[src/rtl/legv8_pkg.sv]
// Shared LEGv8 datapath types and constants.
package legv8_pkg;

  localparam int unsigned PC_W    = 64;
  localparam int unsigned INSTR_W = 32;

  // An all-zero instruction word stops fetch.
  localparam logic [INSTR_W-1:0] HALT_WORD = 32'h0;

  typedef enum logic [1:0] {
    RUN   = 2'd0,
    HALT  = 2'd1,
    FAULT = 2'd2
  } fetch_state_t;

endpackage

[src/rtl/fetch_fsm.sv]
// Fetch control: RUN/HALT/FAULT state register plus the per-cycle decode of
// redirect, capture and fault entry for the fetch datapath.
module fetch_fsm
  import legv8_pkg::*;
(
  input  logic         clk,
  input  logic         rst_n,
  input  logic         i_ifid_valid,
  input  logic         i_id_ready,
  input  logic         i_redirect_valid,
  input  logic         i_redirect_aligned,
  input  logic         i_pc_in_range,
  input  logic         i_halt_word,
  output fetch_state_t o_state,
  output logic         o_redirect,
  output logic         o_capture,
  output logic         o_fault_entry,
  output logic         o_fault_on_redirect
);

  fetch_state_t r_state;
  fetch_state_t w_state_nxt;
  logic         w_slot_free;

  // IF/ID can take a new word when empty or being drained this cycle.
  assign w_slot_free = !i_ifid_valid || i_id_ready;
  assign o_state     = r_state;

  // State register; FAULT is left only through reset.
  always_ff @(posedge clk or negedge rst_n) begin
    if (!rst_n) begin
      r_state <= RUN;
    end else begin
      r_state <= w_state_nxt;
    end
  end

  // Next state and datapath strobes; redirect outranks fetch outside FAULT.
  always_comb begin
    w_state_nxt         = r_state;
    o_redirect          = 1'b0;
    o_capture           = 1'b0;
    o_fault_entry       = 1'b0;
    o_fault_on_redirect = 1'b0;
    case (r_state)
      RUN, HALT: begin
        if (i_redirect_valid) begin
          o_redirect = 1'b1;
          if (i_redirect_aligned) begin
            w_state_nxt = RUN;
          end else begin
            w_state_nxt         = FAULT;
            o_fault_entry       = 1'b1;
            o_fault_on_redirect = 1'b1;
          end
        end else if ((r_state == RUN) && w_slot_free) begin
          if (!i_pc_in_range) begin
            w_state_nxt   = FAULT;
            o_fault_entry = 1'b1;
          end else if (i_halt_word) begin
            w_state_nxt = HALT;
          end else begin
            o_capture = 1'b1;
          end
        end
      end
      FAULT:   w_state_nxt = FAULT;
      default: w_state_nxt = RUN;
    endcase
  end

endmodule

[src/rtl/fetch_stage.sv]
// LEGv8 instruction-fetch stage: owns the PC, presents it to the instruction
// memory, and captures the returned word into the IF/ID register.
module fetch_stage #(
  parameter int unsigned     PC_W       = 64,
  parameter int unsigned     INSTR_W    = 32,
  parameter logic [PC_W-1:0] RESET_PC   = '0,
  parameter int unsigned     IM_ADDR_HI = 10,
  parameter int unsigned     CNT_W      = 32
) (
  input  logic               clk,
  input  logic               rst_n,
  output logic [PC_W-1:0]    busPc,
  input  logic [INSTR_W-1:0] instruction,
  input  logic               id_ready,
  output logic               ifid_valid,
  output logic [INSTR_W-1:0] ifid_instr,
  output logic [PC_W-1:0]    ifid_pc,
  input  logic               redirect_valid,
  input  logic [PC_W-1:0]    redirect_pc,
  output logic               halted,
  output logic               fault,
  output logic [PC_W-1:0]    fault_pc,
  output logic [CNT_W-1:0]   fetch_count
);

  import legv8_pkg::*;

  logic [PC_W-1:0]    r_pc;
  logic               r_ifid_valid;
  logic [INSTR_W-1:0] r_ifid_instr;
  logic [PC_W-1:0]    r_ifid_pc;
  logic [PC_W-1:0]    r_fault_pc;
  logic [CNT_W-1:0]   r_fetch_count;

  fetch_state_t w_state;
  logic         w_in_range;
  logic         w_halt_word;
  logic         w_redirect;
  logic         w_capture;
  logic         w_fault_entry;
  logic         w_fault_on_redirect;

  // PC bits above the IM decode window must be zero.
  assign w_in_range  = (r_pc >> (IM_ADDR_HI + 1)) == '0;
  assign w_halt_word = instruction == INSTR_W'(HALT_WORD);

  fetch_fsm u_fetch_fsm (
    .clk                 (clk),
    .rst_n               (rst_n),
    .i_ifid_valid        (r_ifid_valid),
    .i_id_ready          (id_ready),
    .i_redirect_valid    (redirect_valid),
    .i_redirect_aligned  (redirect_pc[1:0] == 2'b00),
    .i_pc_in_range       (w_in_range),
    .i_halt_word         (w_halt_word),
    .o_state             (w_state),
    .o_redirect          (w_redirect),
    .o_capture           (w_capture),
    .o_fault_entry       (w_fault_entry),
    .o_fault_on_redirect (w_fault_on_redirect)
  );

  // Program counter: aligned redirect loads the target, capture advances by one word.
  always_ff @(posedge clk or negedge rst_n) begin
    if (!rst_n) begin
      r_pc <= RESET_PC;
    end else if (w_redirect && !w_fault_on_redirect) begin
      r_pc <= redirect_pc;
    end else if (w_capture) begin
      r_pc <= r_pc + PC_W'(4);
    end
  end

  // IF/ID valid: flushed by redirect or FAULT, set on capture, drained by id_ready.
  always_ff @(posedge clk or negedge rst_n) begin
    if (!rst_n) begin
      r_ifid_valid <= 1'b0;
    end else if ((w_state == FAULT) || w_redirect) begin
      r_ifid_valid <= 1'b0;
    end else if (w_capture) begin
      r_ifid_valid <= 1'b1;
    end else if (id_ready) begin
      r_ifid_valid <= 1'b0;
    end
  end

  // IF/ID payload and the saturating count of accepted instructions.
  always_ff @(posedge clk or negedge rst_n) begin
    if (!rst_n) begin
      r_ifid_instr  <= '0;
      r_ifid_pc     <= '0;
      r_fetch_count <= '0;
    end else if (w_capture) begin
      r_ifid_instr <= instruction;
      r_ifid_pc    <= r_pc;
      if (r_fetch_count != '1) begin
        r_fetch_count <= r_fetch_count + CNT_W'(1);
      end
    end
  end

  // Offending address, latched once on the way into FAULT.
  always_ff @(posedge clk or negedge rst_n) begin
    if (!rst_n) begin
      r_fault_pc <= '0;
    end else if (w_fault_on_redirect) begin
      r_fault_pc <= redirect_pc;
    end else if (w_fault_entry) begin
      r_fault_pc <= r_pc;
    end
  end

  assign busPc       = r_pc;
  assign ifid_valid  = r_ifid_valid;
  assign ifid_instr  = r_ifid_instr;
  assign ifid_pc     = r_ifid_pc;
  assign halted      = (w_state == HALT);
  assign fault       = (w_state == FAULT);
  assign fault_pc    = r_fault_pc;
  assign fetch_count = r_fetch_count;

endmodule

[config.mk]
export PLATFORM = sky130hd
export DESIGN_NAME = fetch_stage
export DESIGN_NICKNAME = d
export VERILOG_FILES = /design/src/rtl/legv8_pkg.sv /design/src/rtl/fetch_fsm.sv /design/src/rtl/fetch_stage.sv
export SDC_FILE = /design/constraint.sdc
export NUM_CORES = 1
export LEC_CHECK = 0
export ABC_AREA = 1
export BUFFER_PORTS_ARGS = -buffer_cell sky130_fd_sc_hd__buf_2
export CAP_MARGIN = 15
export CORE_MARGIN = 5
export CORE_UTILIZATION = 50
export CTS_CLUSTER_SIZE = 40
export DETAILED_ROUTE_END_ITERATION = 12
export GPL_TIMING_DRIVEN = 0
export MAX_ROUTING_LAYER = met4
export PLACE_DENSITY_LB_ADDON = 0.2
export SLEW_MARGIN = 10
export SYNTH_ARGS = -nofsm -noshare
export SYNTH_HDL_FRONTEND = slang
export SYNTH_SLANG_ARGS = --single-unit
[constraint.sdc]
create_clock -name clk -period 2.72 [get_ports clk]
set_clock_uncertainty 0.2 [all_clocks]
set_input_delay 0.136 -clock clk [delete_from_list [all_inputs] [get_ports clk]]
set_output_delay 0.136 -clock clk [all_outputs]
set_load 0.05 [all_outputs]
; Word level (Yosys, flattened, before mapping)
; Cells that the tools add are included.
[word_totals]
input_bits = 100
register_bits = 259
wordCells = 57
out_inout_bits = 259
[classes]
n_eq_ne = 5
muxes = 27
n_reduce_logical = 16
n_addsub = 2
[ops]
columns = operator, count
row1 = 64-bit 2-to-1 mux, 4
row2 = "64-bit by 3-bit adder with 64-bit output, second input constant", 1
row3 = 64-bit logical NOT, 1
row4 = "32-bit by 1-bit adder with 32-bit output, second input constant", 1
row5 = 32-bit logical NOT, 1
row6 = "32-bit inequality test, second input constant", 1
row7 = 1-bit 2-to-1 mux, 17
row8 = 2-bit 2-to-1 mux, 5
row9 = 2-bit logical NOT, 2
row10 = "4-bit inequality test, second input constant", 1
row11 = 2-bit case mux with 2 select lines, 1
row12 = 2-bit AND reduction, 2
row13 = 2-bit nonzero test, 2
row14 = "3-bit by 2-bit inequality test with 1-bit output, second input constant", 1
row15 = 3-bit nonzero test, 1
row16 = "2-bit by 1-bit == test with 1-bit output, second input constant", 1
row17 = "2-bit == test, second input constant", 1
row18 = 1-bit logical AND, 2
row19 = 1-bit logical NOT, 2
row20 = 1-bit logical OR, 2
row21 = 2-bit OR reduction, 1

; Depth between registers and ports, before layout
; Gate-level depths: netlist of the first run.
[logic_depth]
ltp_word = 8
mapped_depth = 13
ltp_nobuf = 12

; Hierarchy
; Synthesis of the first run repeated with hierarchy kept, for this count alone.
[unflattened]
hier_cells = 1814
hier_area_um2 = 13550.5
[modules_own_cells]
columns = module, cells_per_inst, area_each_um2, n_inst, seq_area_each_um2
row1 = fetch_stage, 1785, 13389.1, 1, 6431.2
row2 = fetch_fsm, 29, 161.4, 1, 50.0

; Least setup slack after synthesis of the first run
; No wires, ideal clock.
[synth_timing]
path_kind = register to register
startpoint = register r_fetch_count[0], in the netlist fetch_count[0]
endpoint = register r_fetch_count[16], in the netlist fetch_count[16]
setup_time_ns = 0.118
t_arrival_ns = 2.032
slack_ns = 0.370
n_path_buf = 2
synth_period_minus_slack_ns = 2.350
stages_incl_launch_ff = 11
required_time_ns = 2.402
cell_sequence = dfrtp_1 -> ha_1 -> nand3_2 -> inv_2 -> nand2_1 -> nor2_1 -> nand4_1 -> buf_2 -> buf_6 -> nand4_1 -> nand2_1
[synth_between]
elab_chain_len = 2
word_cells_on_any_way = 3
classes_between = 1 x add/sub / 1 x eq/ne / 1 x reduce/logical
[synth_rtl]
columns = element, line
row1 = from (decl), fetch_stage.sv:33  ; logic [CNT_W-1:0] r_fetch_count;
row2 = from (signal assigned), fetch_stage.sv:97  ; r_fetch_count <= r_fetch_count + CNT_W'(1);
row3 = branches (longest 2 deep; another with 32-bit by 1-bit adder with 32-bit output), n/a
; Parallel ways; which one is timed is not known.
; A chain may end at the register's enable or synchronous reset.

; Worst setup path in the final report of the first run
[layout_timing]
startpoint = register r_pc[24], in the netlist busPc[24]
endpoint = register r_fault_pc[29], in the netlist fault_pc[29]
[layout_between]
elab_chain_len = 6
[layout_rtl]
columns = element, line
row1 = from (decl), fetch_stage.sv:28  ; logic [PC_W-1:0] r_pc;
row2 = from (signal assigned), fetch_stage.sv:68  ; r_pc <= redirect_pc;
row3 = from (signal assigned), fetch_stage.sv:70  ; r_pc <= r_pc + PC_W'(4);
row4 = 64-bit logical NOT, fetch_stage.sv:44  ; assign w_in_range = (r_pc >> (IM_ADDR_HI + 1)) == '0;
row5 = 1-bit 2-to-1 mux, fetch_fsm.sv:57  ; if (!i_pc_in_range) begin
row6 = 1-bit 2-to-1 mux, fetch_fsm.sv:56  ; end else if ((r_state == RUN) && w_slot_free) begin
row7 = 1-bit 2-to-1 mux, fetch_fsm.sv:47  ; if (i_redirect_valid) begin
row8 = 1-bit 2-to-1 mux, fetch_fsm.sv:45  ; case (r_state)
row9 = 2-bit nonzero test (no source line), n/a
row10 = to (signal assigned), fetch_stage.sv:107  ; r_fault_pc <= redirect_pc;
row11 = to (signal assigned), fetch_stage.sv:109  ; r_fault_pc <= r_pc;
row12 = to (decl), fetch_stage.sv:32  ; logic [PC_W-1:0] r_fault_pc;
; Every way passes these cells.

==> results of run 1 <==
## timing repair
item / CTS / global route
gates resized for setup: 0 / 3
setup endpoints to repair: 0 / 62
hold endpoints to repair: 280 / 0
hold buffers: 99 / 0
## synthesized netlist by cell type, drive strengths merged
library cell and instances:
nand3b 2, buf 55, xnor2 12, nand3 143
nand4 40, nand2 690, o21ai 72, nor2 111
inv 127, xor2 20, nor3 13, a21oi 2
dfrtp 259, ha 2, and3 1, clkbuf 28
## sequential cells by signal, indices dropped and copies added (netlist names)
register             cells
busPc                   64
fault_pc                64
fetch_count             32
ifid_instr              32
ifid_pc                 64
ifid_valid               1
u_fetch_fsm.o_state      2
## stage by stage
step,power (mW),hold WS [ns]
floorplan,10.2,-0.360
global placement,12.0,0.157
detailed placement,12.1,-0.0170
CTS,16.0,0.0101
global route,16.8,0.0334
finish,16.0,-0.0360
## layout make-up
cell class | count | area (um^2) | share of cell area
tap | 324 | 405 | 0.0247
multi-input combinational | 1108 | 4850 | 0.295
inverter | 127 | 477 | 0.0290
clock inverter | 6 | 62.6 | 0.00381
buffer | 83 | 470 | 0.0286
sequential | 259 | 6480 | 0.394
clock buffer | 45 | 836 | 0.0508
antenna | 3 | 7.51 | 0.000457
timing repair buffer | 459 | 2850 | 0.173
## cell usage in the layout, fill, tap and decap left out
master         synthesis  final
a21oi_1                2      2
and3_1                 1      1
buf_1                  6      6
buf_16                 0      2
buf_2                 31    388
buf_4                  4      4
buf_6                 14     14
buf_8                  0      1
bufinv_16              0      1
clkbuf_1              28     39
clkbuf_16              0     29
clkbuf_8               0      5
clkinv_2               0      3
dfrtp_1              259    258
dfrtp_2                0      1
diode_2                0      3
dlygate4sd3_1          0     99
ha_1                   2      2
inv_1                122    122
inv_2                  5      5
inv_6                  0      2
nand2_1              687    686
nand2_2                3      4
nand3_1              142    142
nand3_2                1      1
nand3b_1               2      2
nand4_1               40     40
nor2_1               107    106
nor2_2                 2      3
nor2_4                 2      2
nor3_1                13     13
o21ai_0               46     46
o21ai_1                5      5
o21ai_2               21     21
xnor2_1               12     12
xor2_1                20     20
## worst paths after layout
| path | from | endpoint | depth (start not counted) |
|---|---|---|---|
| hold / removal | rst_n | fetch_count[21]$_DFFE_PN0P_ | 2 |
| max in group asynchronous | rst_n | busPc[3]$_DFFE_PN0P_ | 4 |
| setup reg to reg | busPc[24]$_DFFE_PN0P_ | fault_pc[29]$_DFFE_PN0P_ | 11 |
| hold reg to reg | ifid_pc[30]$_DFFE_PN0P_ | ifid_pc[30]$_DFFE_PN0P_ | 2 |
| setup / recovery | busPc[24]$_DFFE_PN0P_ | fault_pc[29]$_DFFE_PN0P_ | 11 |
| min in group clk | redirect_pc[32] | busPc[32]$_DFFE_PN0P_ | 4 |
## worst max-delay path: stages (launching register included)
cell     delay [ns]
dfrtp_1        0.39
nor2_1         0.20
nand2_1        0.08
nor2_1         0.12
nand2_1        0.07
nor2_2         0.21
nand2_2        0.15
nand3_1        0.16
buf_2          0.33
buf_2          0.29
nand3_1        0.11
nand2_1        0.10
## per-layer routing
metal	up-vias	GRT usage
met2	546	0.466
li1	5890	-
met4	0	0.0996
met3	92	0.0630
met5	-	-
met1	5753	0.366
## cell families (layout without fill, tap and decap cells)
logic type / after synthesis / after routing
AOI/OAI and AO/OA: 74 / 74
xor gates and xnor gates: 32 / 32
adders and majority gates: 2 / 2
buffers and inverters: 210 / 720
DFF: 259 / 259
other: 0 / 3
and+or+nand+nor: 1000 / 1000
## power breakdown
group	total [mW]	internal (mW)	leakage, nW	switching [mW]
Clock	3.74	2.19	0.441	1.55
Combinational	6.85	1.62	5.62	5.23
Sequential	5.39	4.69	3.44	0.702
Total	16.0	8.50	9.50	7.48
==> results.toml, run 1 <==
[power_and_ir_drop]
power.density_nw_per_um2 = 972
p_leak_nw = 9.50
peakVddDrop_mv = 0.932

[cells_and_area]
final_cells = 2414
layout-drive-gt1-share = 0.233
finalNetCount = 2169
area_growth_pct = 33.9
fill_cells = 2033
final_cell_area_um2 = 16400
postLayoutCoreUtil = 0.678

[logic_synthesis]
yosys.area.top_type = "dfrtp_1"
synth-adder-area-share = 0.00204
synth_cell_types = 26
synth_xor_area_frac = 0.0228
syn_avg_cell_area_um2 = 7.78
yosysWarnings = 0
synth_compound_area_frac = 0.0366
synth-simple-area-share = 0.333
synth_nets = 1679
synth-seq-area-share = 0.528
synth_seq_cells = 259
syn_area_um2 = 12300
synth_top_family_by_area = "simple AND/OR/NAND/NOR gates"
synth_mux_area_frac = 0
synthTopCellsByArea = "dfrtp_1 (53%), nand2_1 (21%), nand3_1 (5.8%)"
syn_inst = 1577
synth_top_area_frac = 0.528

[global_routing]
grt_pass1_vias = 12200
grt_max_degree = 103
antenna_found_initial = 3
grtUsageTotal = 0.289
grt_pass1_wl_mm = 64.5
grt-ovfl-total = 0

[clocking]
htreeDepth = 1
post_cts_buffers = 0
cts-root-buf = "clkbuf_16"
clk_latency_ns = 0.54
cts.path.max_buffers = 3
clk_pin_slew_worst_paths_ns = 0.06
cts_buffers = 29
numClockSinks = 259
cts_tree = "built"

[route]
ant_nets = 0
dr_wl_met3_mm = 3.16
wl_mm = 40.2
viasPerCell = 5.09
routedWlPerCell_um = 16.6
drt_iter0_drc = 963
dr_total_vias = 12300
routed.top_layer = "met4"
wl_met1_mm = 16.3
met2_wirelength_mm = 19.3
drc_errors = 0
first_pass_iters = 6

[sta]
setup_tns_ns = 0
drv_slew = 0
worst_slack_ns = 0.251
tightest_slew_ns = 0.756
hold_viol = 11
grt_setup_unrepaired = "no"
period_minus_slack_ns = 2.47
fin_crit_sh = 0.908
whs_ns = -0.0360
fmax_mhz = 405
slew_headroom = 0.496
setup_viol = 0

[worst_hold_path]
hold_class = "input port to asynchronous set/reset pin"

[critical_path]
r2r_setup_slack_ns = 0.25
cp.arrival_ns = 2.75
cp-start-kind = "flip-flop"
crit_fanout = 10
end_kind = "flip-flop"
crit_type = "flip-flop to flip-flop"
cp.required_ns = 3.00

[floorplanning]
start_util = 0.506
die_area_um2 = 27800
coreArea_um2 = 24200
die_y_um = 167
ios = 359
fp-row-count = 57
fp.dieW_um = 167

[job]
maxCapViolations = 0

[placed_design]
dp_hpwl_mm = 29.0
numPortBuffers = 358
post-place-ws_ns = 0.0500
dp_cells = 2261
gp_congestion = 0.956
post_dp_cell_area_um2 = 14500

[status]
run_status = "complete, but fails checks"
violations = "negative hold slack"
(Power assumes the default switching activity.)
==> run 2: changes to the inputs <==
- MAX_ROUTING_LAYER: met4 -> unset
==> run 2 against run 1 <==
Effect of this change:
- combinational power hardly changed
- critical path depth is 1 lower
- count of clock-buffer cells in the layout is 4 lower
- routed wire length is 0.26% higher
- total power is 1.4% higher
- global-route usage is 0.86 points lower
- sequential share of layout area is 0.16 points lower
- largest cell class unchanged
- sequential power hardly changed
- sequential cell count stayed put
- hold slack better by 0.022 ns
- critical path type unchanged
- first-iteration DRC count is 4.7% higher
- the run still ends with negative hold slack left
- register-to-register slack worse by 0.07 ns
==> results.toml, run 2 (synthesized netlist as in run 1, its figures left out) <==
[route]
viasPerCell = 5.08
drt_iter0_drc = 1008
wl_mm = 40.3
routedWlPerCell_um = 16.7
drc_errors = 0
ant_nets = 0
first_pass_iters = 5
dr_total_vias = 12300

[global_routing]
grt_pass1_vias = 12000
grt_pass1_wl_mm = 64.7
grt_max_degree = 94
grt-ovfl-total = 0
grtUsageTotal = 0.281
antenna_found_initial = 1

[critical_path]
cp-start-kind = "flip-flop"
cp-startpoint = "fetch_count[0]$_DFFE_PN0P_"
end_kind = "flip-flop"
crit_type = "flip-flop to flip-flop"
crit_fanout = 10
cp.arrival_ns = 2.76
cp.required_ns = 2.95
crit-reg2reg-launch = "fetch_count[0]$_DFFE_PN0P_"

[job]
maxCapViolations = 0

[sta]
hold_viol = 6
setup_viol = 0
worst_slack_ns = 0.183
grt_setup_unrepaired = "no"
fmax_mhz = 394
drv_slew = 0
tightest_slew_ns = 0.733
fin_crit_sh = 0.933
whs_ns = -0.0139
slew_headroom = 0.511
period_minus_slack_ns = 2.54

[clocking]
cts.path.max_buffers = 3
htreeDepth = 1
cts-root-buf = "clkbuf_16"
cts_buffers = 28
clk_latency_ns = 0.54
cts_tree = "built"
numClockSinks = 259
clk_pin_slew_worst_paths_ns = 0.06

[power_and_ir_drop]
power.share.switching = 0.463
p_leak_nw = 9.54
switchingPower_mw = 7.51
combPwrFrac = 0.424
peakVddDrop_mv = 0.944
fin_total_pwr_mw = 16.2
power.density_nw_per_um2 = 982
internal_power_mw = 8.70
clkPwrFrac = 0.243
p_seq_frac = 0.333

[cells_and_area]
fill_cells = 2024
final_cell_area_um2 = 16500
multi_input_area_um2 = 4850
final_cell_mix = "nand2_1 (686), buf_2 (388), dfrtp_1 (259), nand3_1 (142), inv_1 (122)"
postLayoutCoreUtil = 0.681
area.sequential_um2 = 6480
layout-drive-gt1-share = 0.235
final_common_cell = "nand2_1"
finalNetCount = 2169
area_growth_pct = 34.5

[worst_hold_path]
hold_class = "input port to asynchronous set/reset pin"

[placed_design]
gp_congestion = 0.949
post-place-ws_ns = 0.0789
post_dp_cell_area_um2 = 14500
dp_hpwl_mm = 28.7
numPortBuffers = 358

[floorplanning]
start_util = 0.506
ios = 359
die_y_um = 167
fp-row-count = 57
coreArea_um2 = 24200
die_area_um2 = 27800
fp.dieW_um = 167

[status]
run_status = "complete, but fails checks"
violations = "negative hold slack"
[run 2: area by class of cell]
cell class	count	share of cell area
clock buffer	41	0.0503
buffer	83	0.0285
inverter	127	0.0289
antenna	1	0.000152
tap	324	0.0246
sequential	259	0.393
clock inverter	10	0.00781
multi-input combinational	1108	0.294
timing repair buffer	460	0.173
[run 2: power by group through the flow]
stage | clock (mW) | sequential [mW] | combinational, mW
final | 3.94 | 5.40 | 6.86
after global routing | 4.19 | 5.50 | 7.40
after CTS | 4.03 | 5.37 | 6.86
after detailed placement | 0 | 5.43 | 6.70
after global placement | 0 | 5.41 | 6.61
after floorplan | 0 | 8.15 | 2.08
[run 2: routing by layer]
layer,GRT usage,share of wire
met4,0.0726,0.025
met1,0.373,0.42
met5,0,0
met3,0.0578,0.073
met2,0.475,0.48
[run 2: per-stage QoR]
stage | TNS, ns | cells
floorplan | 0 | 1577
finish | 0 | 2413
CTS | 0 | 2412
global route | 0 | 2413
global placement | -868.27 | 2259
detailed placement | 0 | 2261
[run 2: what timing repair did]
action / 4_1_cts / 5_1_grt
hold endpoints to repair: 327 / 0
setup endpoints to repair: 0 / 60
gates resized for setup: 0 / 2
buffers inserted: 0 / 0
hold buffers: 100 / 0
[run 2: worst max-delay path, cell delays in order (launching register included)]
cell     delay [ns]
dfrtp_1        0.52
ha_1           0.30
nand3_2        0.17
inv_2          0.09
nand2_1        0.08
nor2_1         0.23
nand4_1        0.22
buf_2          0.27
buf_6          0.16
nand4_1        0.09
nand2_1        0.07
[run 2: final timing paths]
| kind | slack, ns | cells past startpoint | endpoint |
|---|---|---|---|
| min in group clk | 0.15 | 4 | busPc[53]$_DFFE_PN0P_ |
| max reg2reg | 0.18 | 10 | fetch_count[16]$_DFFE_PN0P_ |
| max | 0.18 | 10 | fetch_count[16]$_DFFE_PN0P_ |
| max in group asynchronous | 1.04 | 4 | busPc[3]$_DFFE_PN0P_ |
| min reg2reg | 0.26 | 2 | ifid_pc[42]$_DFFE_PN0P_ |
| min | -0.01 | 2 | fetch_count[21]$_DFFE_PN0P_ |
==> run 3: changes to the inputs <==
- CORE_ASPECT_RATIO: unset -> 0.75
- HOLD_SLACK_MARGIN: unset -> 0.12
==> run 3 against run 2 <==
Effect of this change:
- the run now ends clean
- hold slack gained 0.17 ns
- final cell count grew 0.29%
- via count grew 1.8%
- non-clock buffer count grew 2
- die area grew 0.12%
- routed wire length grew 4.3%
- sequential cell count is the same
- critical path type unchanged
- final area shrank 0.33%
- register-to-register slack lost 0.095 ns
- core utilization grew 0.21 points
- first-iteration DRC count grew 13%
- critical endpoint is now fetch_count[19]$_DFFE_PN0P_
==> results.toml, run 3 (synthesized netlist as in run 1, its figures left out) <==
[power_and_ir_drop]
p_seq_frac = 0.338
power.share.switching = 0.473
clkPwrFrac = 0.229
internal_power_mw = 8.46
peakVddDrop_mv = 0.866
combPwrFrac = 0.433
power.density_nw_per_um2 = 976
p_leak_nw = 9.50
switchingPower_mw = 7.59

[critical_path]
cp.required_ns = 2.93
crit_type = "flip-flop to flip-flop"
end_kind = "flip-flop"
r2r-end = "fetch_count[19]$_DFFE_PN0P_"
crit_fanout = 10
cp.arrival_ns = 2.84
cp-startpoint = "fetch_count[0]$_DFFE_PN0P_"
cp-start-kind = "flip-flop"
r2r_setup_slack_ns = 0.09
reg2regPathDepth = 10
crit-reg2reg-launch = "fetch_count[0]$_DFFE_PN0P_"

[cells_and_area]
multi_input_area_um2 = 4850
area.sequential_um2 = 6480
final_cell_mix = "nand2_1 (687), buf_2 (388), dfrtp_1 (259), nand3_1 (142), inv_1 (122)"
final_cell_area_um2 = 16400
layout-drive-gt1-share = 0.233
final_common_cell = "nand2_1"
fill_cells = 2003
area_growth_pct = 34.0
finalNetCount = 2169

[route]
routedWlPerCell_um = 17.4
first_pass_iters = 7
drt_iter0_drc = 1135
wl_mm = 42.0
dr_total_vias = 12500
viasPerCell = 5.15
drc_errors = 0
ant_nets = 0

[placed_design]
post-place-ws_ns = 0.188
gp_congestion = 0.989
dp_hpwl_mm = 30.6
post_dp_cell_area_um2 = 14500
numPortBuffers = 358

[sta]
fin_crit_sh = 0.968
slew_headroom = 0.505
hold_viol = 0
drv_slew = 0
period_minus_slack_ns = 2.63
grt_setup_unrepaired = "no"
fmax_mhz = 380
tightest_slew_ns = 0.742
worst_slack_ns = 0.0877
setup_tns_ns = 0
setup_viol = 0

[clocking]
cts.path.max_buffers = 3
post_cts_buffers = 0
post_cts_resized = 0
clk_pin_slew_worst_paths_ns = 0.06
cts_buffers = 26
cts_tree = "built"
cts-root-buf = "clkbuf_16"
clk_latency_ns = 0.53
htreeDepth = 1
numClockSinks = 259

[worst_hold_path]
min_delay_worst_endpoint = "busPc[50]$_DFFE_PN0P_"
hp-start = "redirect_pc[50]"
hold_class = "input port to flip-flop"
hold_depth = 4

[status]
run_status = "complete, no violations"

[floorplanning]
die_area_um2 = 27800
coreArea_um2 = 24100
die_y_um = 146
fp.dieW_um = 191
start_util = 0.509
ios = 359
fp-row-count = 49

[global_routing]
antenna_found_initial = 4
grt_pass1_wl_mm = 65.8
grt-ovfl-total = 0
grt_pass1_vias = 11800
grt_max_degree = 101
grtUsageTotal = 0.294

[job]
maxCapViolations = 0
run 3: worst max-delay path by stage:
stage                                  end
3_3_place_gp       ifid_pc[28]$_DFFE_PN0P_
2_1_floorplan  fetch_count[16]$_DFFE_PN0P_
6_report       fetch_count[19]$_DFFE_PN0P_
5_1_grt        fetch_count[19]$_DFFE_PN0P_
4_1_cts        fetch_count[19]$_DFFE_PN0P_
3_5_place_dp   fetch_count[25]$_DFFE_PN0P_
run 3: repair_timing:
action / in CTS / in global routing
endpoints found under the setup margin: 0 / 0
endpoints found under the hold margin: 451 / 0
hold buffers: 102 / 0
run 3: worst max-delay path, cell delays in order (launching register included):
cell,delay [ns]
dfrtp_1,0.49
ha_1,0.30
nand3_2,0.17
inv_2,0.09
nand2_1,0.10
nor2_1,0.25
nand4_1,0.28
buf_2,0.31
buf_6,0.17
nand4_1,0.08
nand2_1,0.08
run 3: metrics by stage:
stage | hold WS [ns] | power (mW) | utilization | instances
floorplan | -0.360 | 10.2 | - | 1577
global placement | 0.154 | 12.1 | 0.601 | 2266
detailed placement | -0.0625 | 12.2 | 0.604 | 2268
CTS | 0.142 | 16.1 | 0.682 | 2416
global route | 0.180 | 16.9 | 0.683 | 2420
finish | 0.156 | 16.1 | 0.683 | 2420
run 3: layer usage:
layer	vias to the layer above	share of wire	track usage
met5	-	0	0
li1	5901	-	-
met1	5877	0.43	0.423
met4	0	0.035	0.0890
met2	605	0.44	0.448
met3	92	0.096	0.0664
run 3: power groups by stage:
stage / sequential [mW] / combinational (mW) / clock (mW)
2_1_floorplan: 8.15 / 2.08 / 0
4_1_cts: 5.39 / 6.94 / 3.74
3_3_place_gp: 5.43 / 6.71 / 0
6_report: 5.42 / 6.95 / 3.68
3_5_place_dp: 5.45 / 6.80 / 0
5_1_grt: 5.51 / 7.47 / 3.91
run 3: cell type report:
type,count,area share
flip-flops and latches,259,0.394
multi-input cells,1108,0.295
repair buffers,462,0.175
clock buffers,34,0.0438
inverters,127,0.0290
plain buffers,83,0.0286
well taps,331,0.0252
clock inverters,12,0.00928
diodes,4,0.000609
